$ cat config.mk
export PLATFORM = sky130hd
export DESIGN_NAME = cla_nibble_sequencer_flat
export DESIGN_NICKNAME = d
export VERILOG_FILES = /design/src/rtl/cla_nibble_sequencer_if.sv /design/src/rtl/cla_nibble_sequencer.sv /design/src/flat_wrapper.sv
export SDC_FILE = /design/constraint.sdc
export NUM_CORES = 1
export LEC_CHECK = 0
export ABC_CLOCK_PERIOD_IN_PS = 2900
export CAP_MARGIN = 15
export CORE_ASPECT_RATIO = 0.6
export CORE_UTILIZATION = 40
export CTS_CLUSTER_DIAMETER = 30
export CTS_CLUSTER_SIZE = 14
export DETAILED_ROUTE_END_ITERATION = 10
export DONT_BUFFER_PORTS = 1
export PLACE_DENSITY = 0.57
export SLEW_MARGIN = 20
export SYNTH_ARGS = -nofsm -noshare
export SYNTH_HDL_FRONTEND = slang
export SYNTH_HIERARCHICAL = 1
export SYNTH_SLANG_ARGS = --single-unit
$ cat constraint.sdc
create_clock -name clk -period 2.9 [get_ports clk]
set_input_delay 0.29 -clock clk [delete_from_list [all_inputs] [get_ports clk]]
set_output_delay 0.29 -clock clk [all_outputs]
set_load 0.1 [all_outputs]
$ cat src/rtl/cla_nibble_sequencer_if.sv
`default_nettype none
// ============================================================================
// Module   : cla_nibble_sequencer_if
// Brief    : Operand/result valid-ready bundle for cla_nibble_sequencer.
// Revision : 1.0  initial release
// ============================================================================
interface cla_nibble_sequencer_if #(
    parameter int NIBBLES = 4
);
    localparam int W = 4 * NIBBLES;

    logic           in_valid;
    logic           in_ready;
    logic [W-1:0]   a;
    logic [W-1:0]   b;
    logic           sub;
    logic           out_valid;
    logic           out_ready;
    logic [W-1:0]   sum;
    logic           cout;
    logic           ovf;
    logic           busy;

    // master = operand source / result consumer, slave = the sequencer
    modport master (
        output in_valid, a, b, sub, out_ready,
        input  in_ready, out_valid, sum, cout, ovf, busy
    );

    modport slave (
        input  in_valid, a, b, sub, out_ready,
        output in_ready, out_valid, sum, cout, ovf, busy
    );
endinterface
`default_nettype wire

$ cat src/rtl/cla_nibble_sequencer.sv
`default_nettype none
// ============================================================================
// Module   : cla_nibble_sequencer (with leaf four_bit_cla)
// Brief    : Multi-precision add/sub reusing one 4-bit CLA slice, LSB first,
//            carry chained through a register, valid/ready on both sides.
// Revision : 1.0  initial release
// ============================================================================

module four_bit_cla (
    input  wire logic [3:0] i_a,
    input  wire logic [3:0] i_b,
    input  wire logic       i_c0,
    output logic      [3:0] o_s,
    output logic            o_c4
);
    logic [3:0] w_g;
    logic [3:0] w_p;
    logic [4:0] w_c;

    assign w_g = i_a & i_b;
    assign w_p = i_a ^ i_b;

    // Every carry expanded from generate/propagate terms, no ripple path
    assign w_c[0] = i_c0;
    assign w_c[1] = w_g[0] | (w_p[0] & i_c0);
    assign w_c[2] = w_g[1] | (w_p[1] & w_g[0]) | (w_p[1] & w_p[0] & i_c0);
    assign w_c[3] = w_g[2] | (w_p[2] & w_g[1]) | (w_p[2] & w_p[1] & w_g[0])
                  | (w_p[2] & w_p[1] & w_p[0] & i_c0);
    assign w_c[4] = w_g[3] | (w_p[3] & w_g[2]) | (w_p[3] & w_p[2] & w_g[1])
                  | (w_p[3] & w_p[2] & w_p[1] & w_g[0])
                  | (w_p[3] & w_p[2] & w_p[1] & w_p[0] & i_c0);

    assign o_s  = w_p ^ w_c[3:0];
    assign o_c4 = w_c[4];
endmodule

module cla_nibble_sequencer #(
    parameter int NIBBLES = 4
) (
    input  wire logic              clk,
    input  wire logic              rst,
    cla_nibble_sequencer_if.slave  bus
);
    localparam int W     = 4 * NIBBLES;
    localparam int IDX_W = (NIBBLES > 1) ? $clog2(NIBBLES) : 1;
    localparam logic [IDX_W-1:0] c_last_idx = IDX_W'(NIBBLES - 1);

    typedef enum logic [1:0] {
        S_IDLE = 2'd0,
        S_RUN  = 2'd1,
        S_DONE = 2'd2
    } state_t;

    state_t             r_state;
    state_t             w_state_nxt;

    logic [W-1:0]       r_a;
    logic [W-1:0]       r_b;
    logic               r_sub;
    logic               r_carry;
    logic [IDX_W-1:0]   r_idx;
    logic [W-1:0]       r_sum;
    logic               r_cout;
    logic               r_ovf;

    logic               w_accept;
    logic               w_last;
    logic [IDX_W+1:0]   w_shamt;
    logic [3:0]         w_a_nib;
    logic [3:0]         w_b_nib;
    logic [3:0]         w_s;
    logic               w_c4;
    logic [W-1:0]       w_sum_nxt;

    assign w_shamt = {r_idx, 2'b00};
    assign w_a_nib = 4'(r_a >> w_shamt);
    assign w_b_nib = 4'(r_b >> w_shamt) ^ {4{r_sub}};
    assign w_last  = (r_idx == c_last_idx);

    four_bit_cla u_cla (
        .i_a  (w_a_nib),
        .i_b  (w_b_nib),
        .i_c0 (r_carry),
        .o_s  (w_s),
        .o_c4 (w_c4)
    );

    // Merge the fresh nibble into its slot, leaving the other nibbles intact
    assign w_sum_nxt = (r_sum & ~(W'(4'hF) << w_shamt)) | (W'(w_s) << w_shamt);

    assign bus.in_ready  = (r_state == S_IDLE) && !rst;
    assign bus.out_valid = (r_state == S_DONE);
    assign bus.busy      = (r_state == S_RUN);
    assign bus.sum       = r_sum;
    assign bus.cout      = r_cout;
    assign bus.ovf       = r_ovf;

    assign w_accept = bus.in_valid && bus.in_ready;

    always_ff @(posedge clk) begin
        if (rst) begin
            r_state <= S_IDLE;
        end else begin
            r_state <= w_state_nxt;
        end
    end

    always_comb begin
        w_state_nxt = r_state;
        case (r_state)
            S_IDLE:  if (w_accept)      w_state_nxt = S_RUN;
            S_RUN:   if (w_last)        w_state_nxt = S_DONE;
            S_DONE:  if (bus.out_ready) w_state_nxt = S_IDLE;
            default:                    w_state_nxt = S_IDLE;
        endcase
    end

    always_ff @(posedge clk) begin
        if (rst) begin
            r_a     <= '0;
            r_b     <= '0;
            r_sub   <= 1'b0;
            r_carry <= 1'b0;
            r_idx   <= '0;
            r_sum   <= '0;
            r_cout  <= 1'b0;
            r_ovf   <= 1'b0;
        end else begin
            case (r_state)
                S_IDLE: begin
                    if (w_accept) begin
                        r_a     <= bus.a;
                        r_b     <= bus.b;
                        r_sub   <= bus.sub;
                        // Subtraction is A + ~B + 1: the +1 enters as carry-in
                        r_carry <= bus.sub;
                        r_idx   <= '0;
                    end
                end
                S_RUN: begin
                    r_sum   <= w_sum_nxt;
                    r_carry <= w_c4;
                    r_idx   <= w_last ? '0 : r_idx + 1'b1;
                    if (w_last) begin
                        r_cout <= w_c4;
                        r_ovf  <= (w_a_nib[3] == w_b_nib[3]) && (w_s[3] != w_a_nib[3]);
                    end
                end
                default: begin
                end
            endcase
        end
    end
endmodule
`default_nettype wire

$ cat src/flat_wrapper.sv
// flat-port wrapper written by rule: the top's interface ports become plain ports
module cla_nibble_sequencer_flat 
#(
    parameter int NIBBLES = 4
)
  (clk, rst, bus_in_valid, bus_a, bus_b, bus_sub, bus_out_ready, bus_in_ready, bus_out_valid, bus_sum, bus_cout, bus_ovf, bus_busy);
  cla_nibble_sequencer_if #(.NIBBLES(NIBBLES)) bus_i ();
  input  wire logic clk;
  input  wire logic rst;
  input wire logic [$bits(bus_i.in_valid)-1:0] bus_in_valid;
  input wire logic [$bits(bus_i.a)-1:0] bus_a;
  input wire logic [$bits(bus_i.b)-1:0] bus_b;
  input wire logic [$bits(bus_i.sub)-1:0] bus_sub;
  input wire logic [$bits(bus_i.out_ready)-1:0] bus_out_ready;
  output wire logic [$bits(bus_i.in_ready)-1:0] bus_in_ready;
  output wire logic [$bits(bus_i.out_valid)-1:0] bus_out_valid;
  output wire logic [$bits(bus_i.sum)-1:0] bus_sum;
  output wire logic [$bits(bus_i.cout)-1:0] bus_cout;
  output wire logic [$bits(bus_i.ovf)-1:0] bus_ovf;
  output wire logic [$bits(bus_i.busy)-1:0] bus_busy;
  assign bus_i.in_valid = bus_in_valid;
  assign bus_i.a = bus_a;
  assign bus_i.b = bus_b;
  assign bus_i.sub = bus_sub;
  assign bus_i.out_ready = bus_out_ready;
  assign bus_in_ready = bus_i.in_ready;
  assign bus_out_valid = bus_i.out_valid;
  assign bus_sum = bus_i.sum;
  assign bus_cout = bus_i.cout;
  assign bus_ovf = bus_i.ovf;
  assign bus_busy = bus_i.busy;
  cla_nibble_sequencer #(.NIBBLES(NIBBLES)) u_core (.clk(clk), .rst(rst), .bus(bus_i));
endmodule
# Yosys cells after proc, flatten, opt, wreduce, memory -nomap -nowiden
# Cells that the tools add are included.
dict set report op_classes {
  reduce_logical 10
  bitwise 33
  n_eq_ne 8
  muxes 9
  shifts 4
  addsub 1
}
# op count
set op_table {}
lappend op_table {{>> shifter 16 x 4 -> 4 bit} 2}
lappend op_table {{bitwise AND 1 bit} 16}
lappend op_table {{bitwise AND 16 bit} 1}
lappend op_table {{inverter 16 bit} 1}
lappend op_table {{OR 16 bit} 1}
lappend op_table {{<< shifter 4 x 4 -> 16 bit} 1}
lappend op_table {{<< shifter 4 x 4 -> 16 bit (first input constant)} 1}
lappend op_table {{bitwise XOR 4 bit} 3}
lappend op_table {{2-to-1 mux 2 bit} 5}
lappend op_table {{OR 1 bit} 10}
lappend op_table {{case mux 2 bit (3 select lines)} 1}
lappend op_table {{AND reduction 2 bit} 3}
lappend op_table {{bitwise AND 4 bit} 1}
lappend op_table {{== test 2 bit (second input constant)} 2}
lappend op_table {{!= test 2 x 1 -> 1 bit (second input constant)} 2}
lappend op_table {{case mux 2 bit (2 select lines)} 1}
lappend op_table {{logical AND 1 bit} 3}
lappend op_table {{AND reduction 3 bit} 1}
lappend op_table {{adder 2 x 1 -> 2 bit (second input constant)} 1}
lappend op_table {{== test 2 x 1 -> 1 bit (second input constant)} 1}
lappend op_table {{logical NOT 2 bit} 1}
lappend op_table {{!= test 2 bit (second input constant)} 1}
lappend op_table {{case mux 1 bit (2 select lines)} 1}
lappend op_table {{nonzero test 2 bit} 1}
lappend op_table {{other kinds (4)} 4}
dict set report totals {
  in_bits 37
  output_inout_bits 21
  register_bits 56
  wordCells 74
}

# Depth between registers and ports, before layout
dict set report depth {
  word_depth 10
  depth_mapped 10
  ltp_nobuf 9
}

# By module
# Netlist, hierarchy kept.
# mod seq_area_each_um2 area_per_inst_um2 cells_each instances
set by_module_without_submodules {}
lappend by_module_without_submodules {cla_nibble_sequencer 1121.1 2353.5 258 1}
lappend by_module_without_submodules {four_bit_cla 0.0 147.6 17 1}

# Worst setup path before layout
# Ideal clock, no wire load.
dict set report synth_timing {
  kind {register to register}
  startpoint {register u_core.r_state[0]}
  endpoint {register u_core.r_a[0]}
  path_buffers 1
  path_slack_ns -0.771
  setup_ns 0.113
  synth_period_minus_slack_ns 3.671
  required_ns 2.787
  stages_incl_launch_ff 6
  t_arrival_ns 3.559
  cell_sequence {dfxtp_1 nor3_1 nand2_1 clkbuf_1 nand3b_1 nand2_1}
}
dict set report synth_via {
  elab_chain_cells 4
}
# item line
set synth_rtl {}
lappend synth_rtl {{start, declared} cla_nibble_sequencer.sv:54} ;# state_t r_state;
lappend synth_rtl {{start signal, assigned} cla_nibble_sequencer.sv:104} ;# r_state <= w_state_nxt;
lappend synth_rtl {{logical NOT 2 bit} cla_nibble_sequencer.sv:91} ;# assign bus.in_ready = (r_state == S_IDLE) && !rst;
lappend synth_rtl {{logical AND 1 bit} cla_nibble_sequencer.sv:91}
lappend synth_rtl {{net bus_in_ready} flat_wrapper.sv:15} ;# output wire logic [$bits(bus_i.in_ready)-1:0] bus_in_ready;
lappend synth_rtl {{logical AND 1 bit} cla_nibble_sequencer.sv:98} ;# assign w_accept = bus.in_valid && bus.in_ready;
lappend synth_rtl {{AND reduction 2 bit (no line)} n/a}
lappend synth_rtl {{end signal, assigned} cla_nibble_sequencer.sv:132} ;# r_a <= bus.a;
lappend synth_rtl {{end, declared} cla_nibble_sequencer.sv:57} ;# logic [W-1:0] r_a;
# The timed path passes the listed nets, and every way through them passes these cells.
# A chain may end at the register's enable or synchronous reset.

# Worst setup path after layout
dict set report layout_timing {
  startpoint {register u_core.r_idx[0]}
  endpoint {register u_core.r_ovf (netlist: u_core/bus.ovf)}
}
dict set report layout_via {
  elab_cells_between_ends 19
  cone_classes {eq/ne: 3; shift: 2; bitwise: 12; reduce/logical: 2}
}
# item line
set layout_lines {}
lappend layout_lines {{start, declared} cla_nibble_sequencer.sv:61} ;# logic [IDX_W-1:0] r_idx;
lappend layout_lines {{start signal, assigned} cla_nibble_sequencer.sv:143} ;# r_idx <= w_last ? '0 : r_idx + 1'b1;
lappend layout_lines {{>> shifter 16 x 4 -> 4 bit (*)} cla_nibble_sequencer.sv:77} ;# assign w_b_nib = 4'(r_b >> w_shamt) ^ {4{r_sub}};
lappend layout_lines {{bitwise XOR 4 bit (*)} cla_nibble_sequencer.sv:77}
lappend layout_lines {{net u_core.w_b_nib[0]} cla_nibble_sequencer.sv:70} ;# logic [3:0] w_b_nib;
lappend layout_lines {{bitwise AND 4 bit or bitwise XOR 4 bit (tied branches)} {cla_nibble_sequencer.sv:20, cla_nibble_sequencer.sv:21}}
lappend layout_lines {{bitwise AND 1 bit (on tied branches)} {cla_nibble_sequencer.sv:27, cla_nibble_sequencer.sv:28}}
lappend layout_lines {{OR 1 bit or bitwise AND 1 bit (tied branches)} {cla_nibble_sequencer.sv:27, cla_nibble_sequencer.sv:28}}
lappend layout_lines {{OR 1 bit (*)} cla_nibble_sequencer.sv:28} ;# | (w_p[2] & w_p[1] & w_p[0] & i_c0);
lappend layout_lines {{bitwise XOR 4 bit (*)} cla_nibble_sequencer.sv:33} ;# assign o_s = w_p ^ w_c[3:0];
lappend layout_lines {{net u_core.w_s[3]} cla_nibble_sequencer.sv:71} ;# logic [3:0] w_s;
lappend layout_lines {{!= test 1 bit (*)} cla_nibble_sequencer.sv:146} ;# r_ovf <= (w_a_nib[3] == w_b_nib[3]) && (w_s[3] != w_a_nib[3]);
lappend layout_lines {{logical AND 1 bit (*)} cla_nibble_sequencer.sv:146}
lappend layout_lines {{end signal, assigned} cla_nibble_sequencer.sv:146}
lappend layout_lines {{end, declared} cla_nibble_sequencer.sv:64} ;# logic r_ovf;
# The timed path passes the listed nets; every way through them passes the cells marked *.

==> flow_summary.toml <==
[global_route]
grt_overflow_total = 0
wire_length_of_the_first_global_routing_pass_um = 9252
grt_antenna_before_repair = 0
number_of_global_route_vias_before_repair = 1849
pin_count_of_the_biggest_net_entering_global_routing = 59
track_usage = 0.1794

[detailed_routing]
mean_routed_wirelength_per_cell_um = 14.94
met1_length_um = 2967
post-route-drc-count = 0
dr.max_layer_used = "met4"
post_detailed_route_count_of_antenna_violating_nets = 0
detailroute.via_count = 1872
vias_per_cell = 5.214
dr.pass1.iters = 4
met3_length_um = 283
drt_iter0_drc = 82
routed_wl_um = 5364
route.met2.wl_um = 2073

[clock_tree]
cts_buffers = 5
cts_hold_repair.buffers = 0
numClockSinks = 56
insertion_delay_ps = 300
tritoncts_clock_tree = "done"
clkTransAtPathRegs_ps = 90
cts_max_level = 2
clk_path_buf_depth = 2
cts.root.buffer_cell = "clkbuf_8"

[cells_and_area]
multi_input_comb_area_um2 = 1289
mostFrequentLayoutCell = "nand2_1"
antenna-diode-count = 0
sequential_cell_area_um2 = 1122
drive_above_1_share = 0.1111
design.final.nets = 324
stdcell_area_um2 = 2733
flow.area_growth_from_synthesis_pct = 9.255
filler_cell_count = 586
highest_count_cells_in_the_layout_ignoring_fill_and_taps = "nand2_1 (66), dfxtp_1 (55), nand3b_1 (25)"
fin_cells = 359

[min_path]
timing.hold.worst.class = "in -> reg"

[setup_path]
critical-path-slowest-cell = "mux4_1"
worst_setup_path_start_kind = "flip-flop"
path_cells = "mux4_1, xor2_1, ha_1, a21o_1, a31o_1, xor2_1, nor2b_1, mux2i_1, o31ai_2"
cp-end-kind = "flip-flop"
path_max_fanout = 5
max_stage_delay_ps = 590
worst-path-buf-inv = 0
critical_path.most_common_cell = "xor2_1"
worstPathArrival_ps = 2880
cp.required_ps = 3130
cpLargestDelayFamily = "multiplexers"
worst-setup-path-type = "reg -> reg"

[sta]
worst_slew_margin_rel = 0.3338
timing.fmax_mhz = 377.6
finClkSkew_ps = 4.578
report.final.setup_viol = 0
timing_worst_slew_pin_value_ps = 998.0
final.setup.tns_ps = 0
finalWorstSetupSlack_ps = 251.6
timing.final.hold_violations = 0
period_share = 0.9132
unrepaired_setup_endpoints_after_global_routing = "false"
final_max_slew_viol_count = 0
finalCriticalPeriod_ps = 2648
holdWs_ps = 43.68

[floorplan]
start_util = 0.4307
rows = 21
die_area_um2 = 6583
fp.dieH_um = 63.25
ioPinCount = 58
die_x_um = 104.1
placeableCoreArea_um2 = 5807

[outcome]
outcome = "complete, no violations"

[place]
port-buffer-count = 0
post_dp_cell_area_um2 = 2638
place_congestion = 0.7513
pre_cts_slack_ps = 166.8
dpl.hpwl_um = 3927
dp.cells = 351

[synth]
syn-num-nets = 321
seq_area_frac_synth = 0.4482
ys_warn_count = 6
synth_edf_count = 0
synth-main-ff-cell = "dfxtp_1"
post_synth_instance_area_um2 = 2501
postSynthAreaPerCell_um2 = 9.095
synth_seq_cells = 56
synthCells = 275
synth_cell_type_count = 29
share_of_flip_flops_with_an_asynchronous_set_or_reset = 0

[pwr]
irDropWorstVdd_mv = 0.2416
cellPowerDensity_nw_per_um2 = 573.1
static-leakage-power_nw = 1.141

[flow_run]
maxCapViolations = 0
-- layout make-up --
| type | count | area share |
|---|---|---|
| timing repair buffer | 13 | 0.03571 |
| inverter | 8 | 0.01099 |
| tap | 80 | 0.03663 |
| multi-input combinational | 194 | 0.4716 |
| sequential | 56 | 0.4107 |
| clock inverter | 1 | 0.002747 |
| clock buffer | 7 | 0.03159 |
-- final timing paths --
check	start	to	slack, ps	depth (start not counted)
max	u_core/r_idx[0]$_SDFFE_PP0P_	u_core/bus.ovf$_SDFFE_PP0P_	250	9
min	rst	u_core/r_state[1]$_SDFFE_PP0P_	40	1
max reg2reg	u_core/r_idx[0]$_SDFFE_PP0P_	u_core/bus.ovf$_SDFFE_PP0P_	250	9
min reg2reg	u_core/r_a[14]$_SDFFE_PP0P_	u_core/r_a[14]$_SDFFE_PP0P_	470	2
-- routing by layer --
metal | up-vias | track usage
met2 | 47 | 0.2533
met4 | 0 | 0.04821
met1 | 873 | 0.2693
met5 | - | 0
met3 | 5 | 0.04348
li1 | 947 | -
-- synthesized netlist by cell type, types with 6 or more instances --
cell / count / share of area
nand2_1: 66 / 0.099
dfxtp_1: 56 / 0.45
nand3b_1: 25 / 0.075
nor2_1: 17 / 0.026
a22oi_1: 16 / 0.048
clkbuf_1: 10 / 0.015
nand2b_1: 10 / 0.025
ha_1: 8 / 0.040
o21ai_0: 8 / 0.016
inv_1: 7 / 0.011
nor3_1: 7 / 0.014
buf_2: 6 / 0.012
mux4_2: 6 / 0.054
-- stage by stage --
step	power [mW]	utilization
2_1_floorplan	1.086	-
3_3_place_gp	1.142	0.4542
3_5_place_dp	1.148	0.4542
4_1_cts	1.591	0.4704
5_1_grt	1.655	0.4706
6_report	1.566	0.4706
-- where the power goes --
part | leakage, nW | switching [mW] | internal [mW] | total (mW)
clock network | 0.0445 | 0.242 | 0.195 | 0.436
logic | 0.638 | 0.136 | 0.0996 | 0.236
registers | 0.458 | 0.0820 | 0.812 | 0.894
total | 1.14 | 0.460 | 1.11 | 1.57
-- what timing repair did --
action / CTS / global route
setup endpoints to repair: 0 / 1
resized for setup: 0 / 1
setup buffers: 0 / 0
-- state kept, by name (all words and copies together) (netlist names) --
name	count
u_core/r_state	2
u_core/r_carry	1
u_core/bus.ovf	1
u_core/bus.cout	1
u_core/r_idx	2
u_core/bus.sum	16
u_core/r_b	16
u_core/r_a	16
u_core/r_sub	1
-- cells by family after synthesis --
| kind of cell | Yosys count | share of synthesized area |
|---|---|---|
| mux | 10 | 0.08304 |
| compound gates | 36 | 0.09655 |
| buf+inv | 25 | 0.04202 |
| flops | 56 | 0.4482 |
| simple gates | 132 | 0.2546 |
| xor+xnor | 7 | 0.02752 |
| fa+ha+maj | 9 | 0.04803 |
-- worst register-to-register path, stage by stage, from the launching register on --
cell	delay, ps
dfxtp_2	410
mux4_1	590
xor2_1	230
ha_1	270
a21o_1	200
a31o_1	240
xor2_1	210
nor2b_1	160
mux2i_1	90
o31ai_2	170
Power figures use the tool's default switching activity.
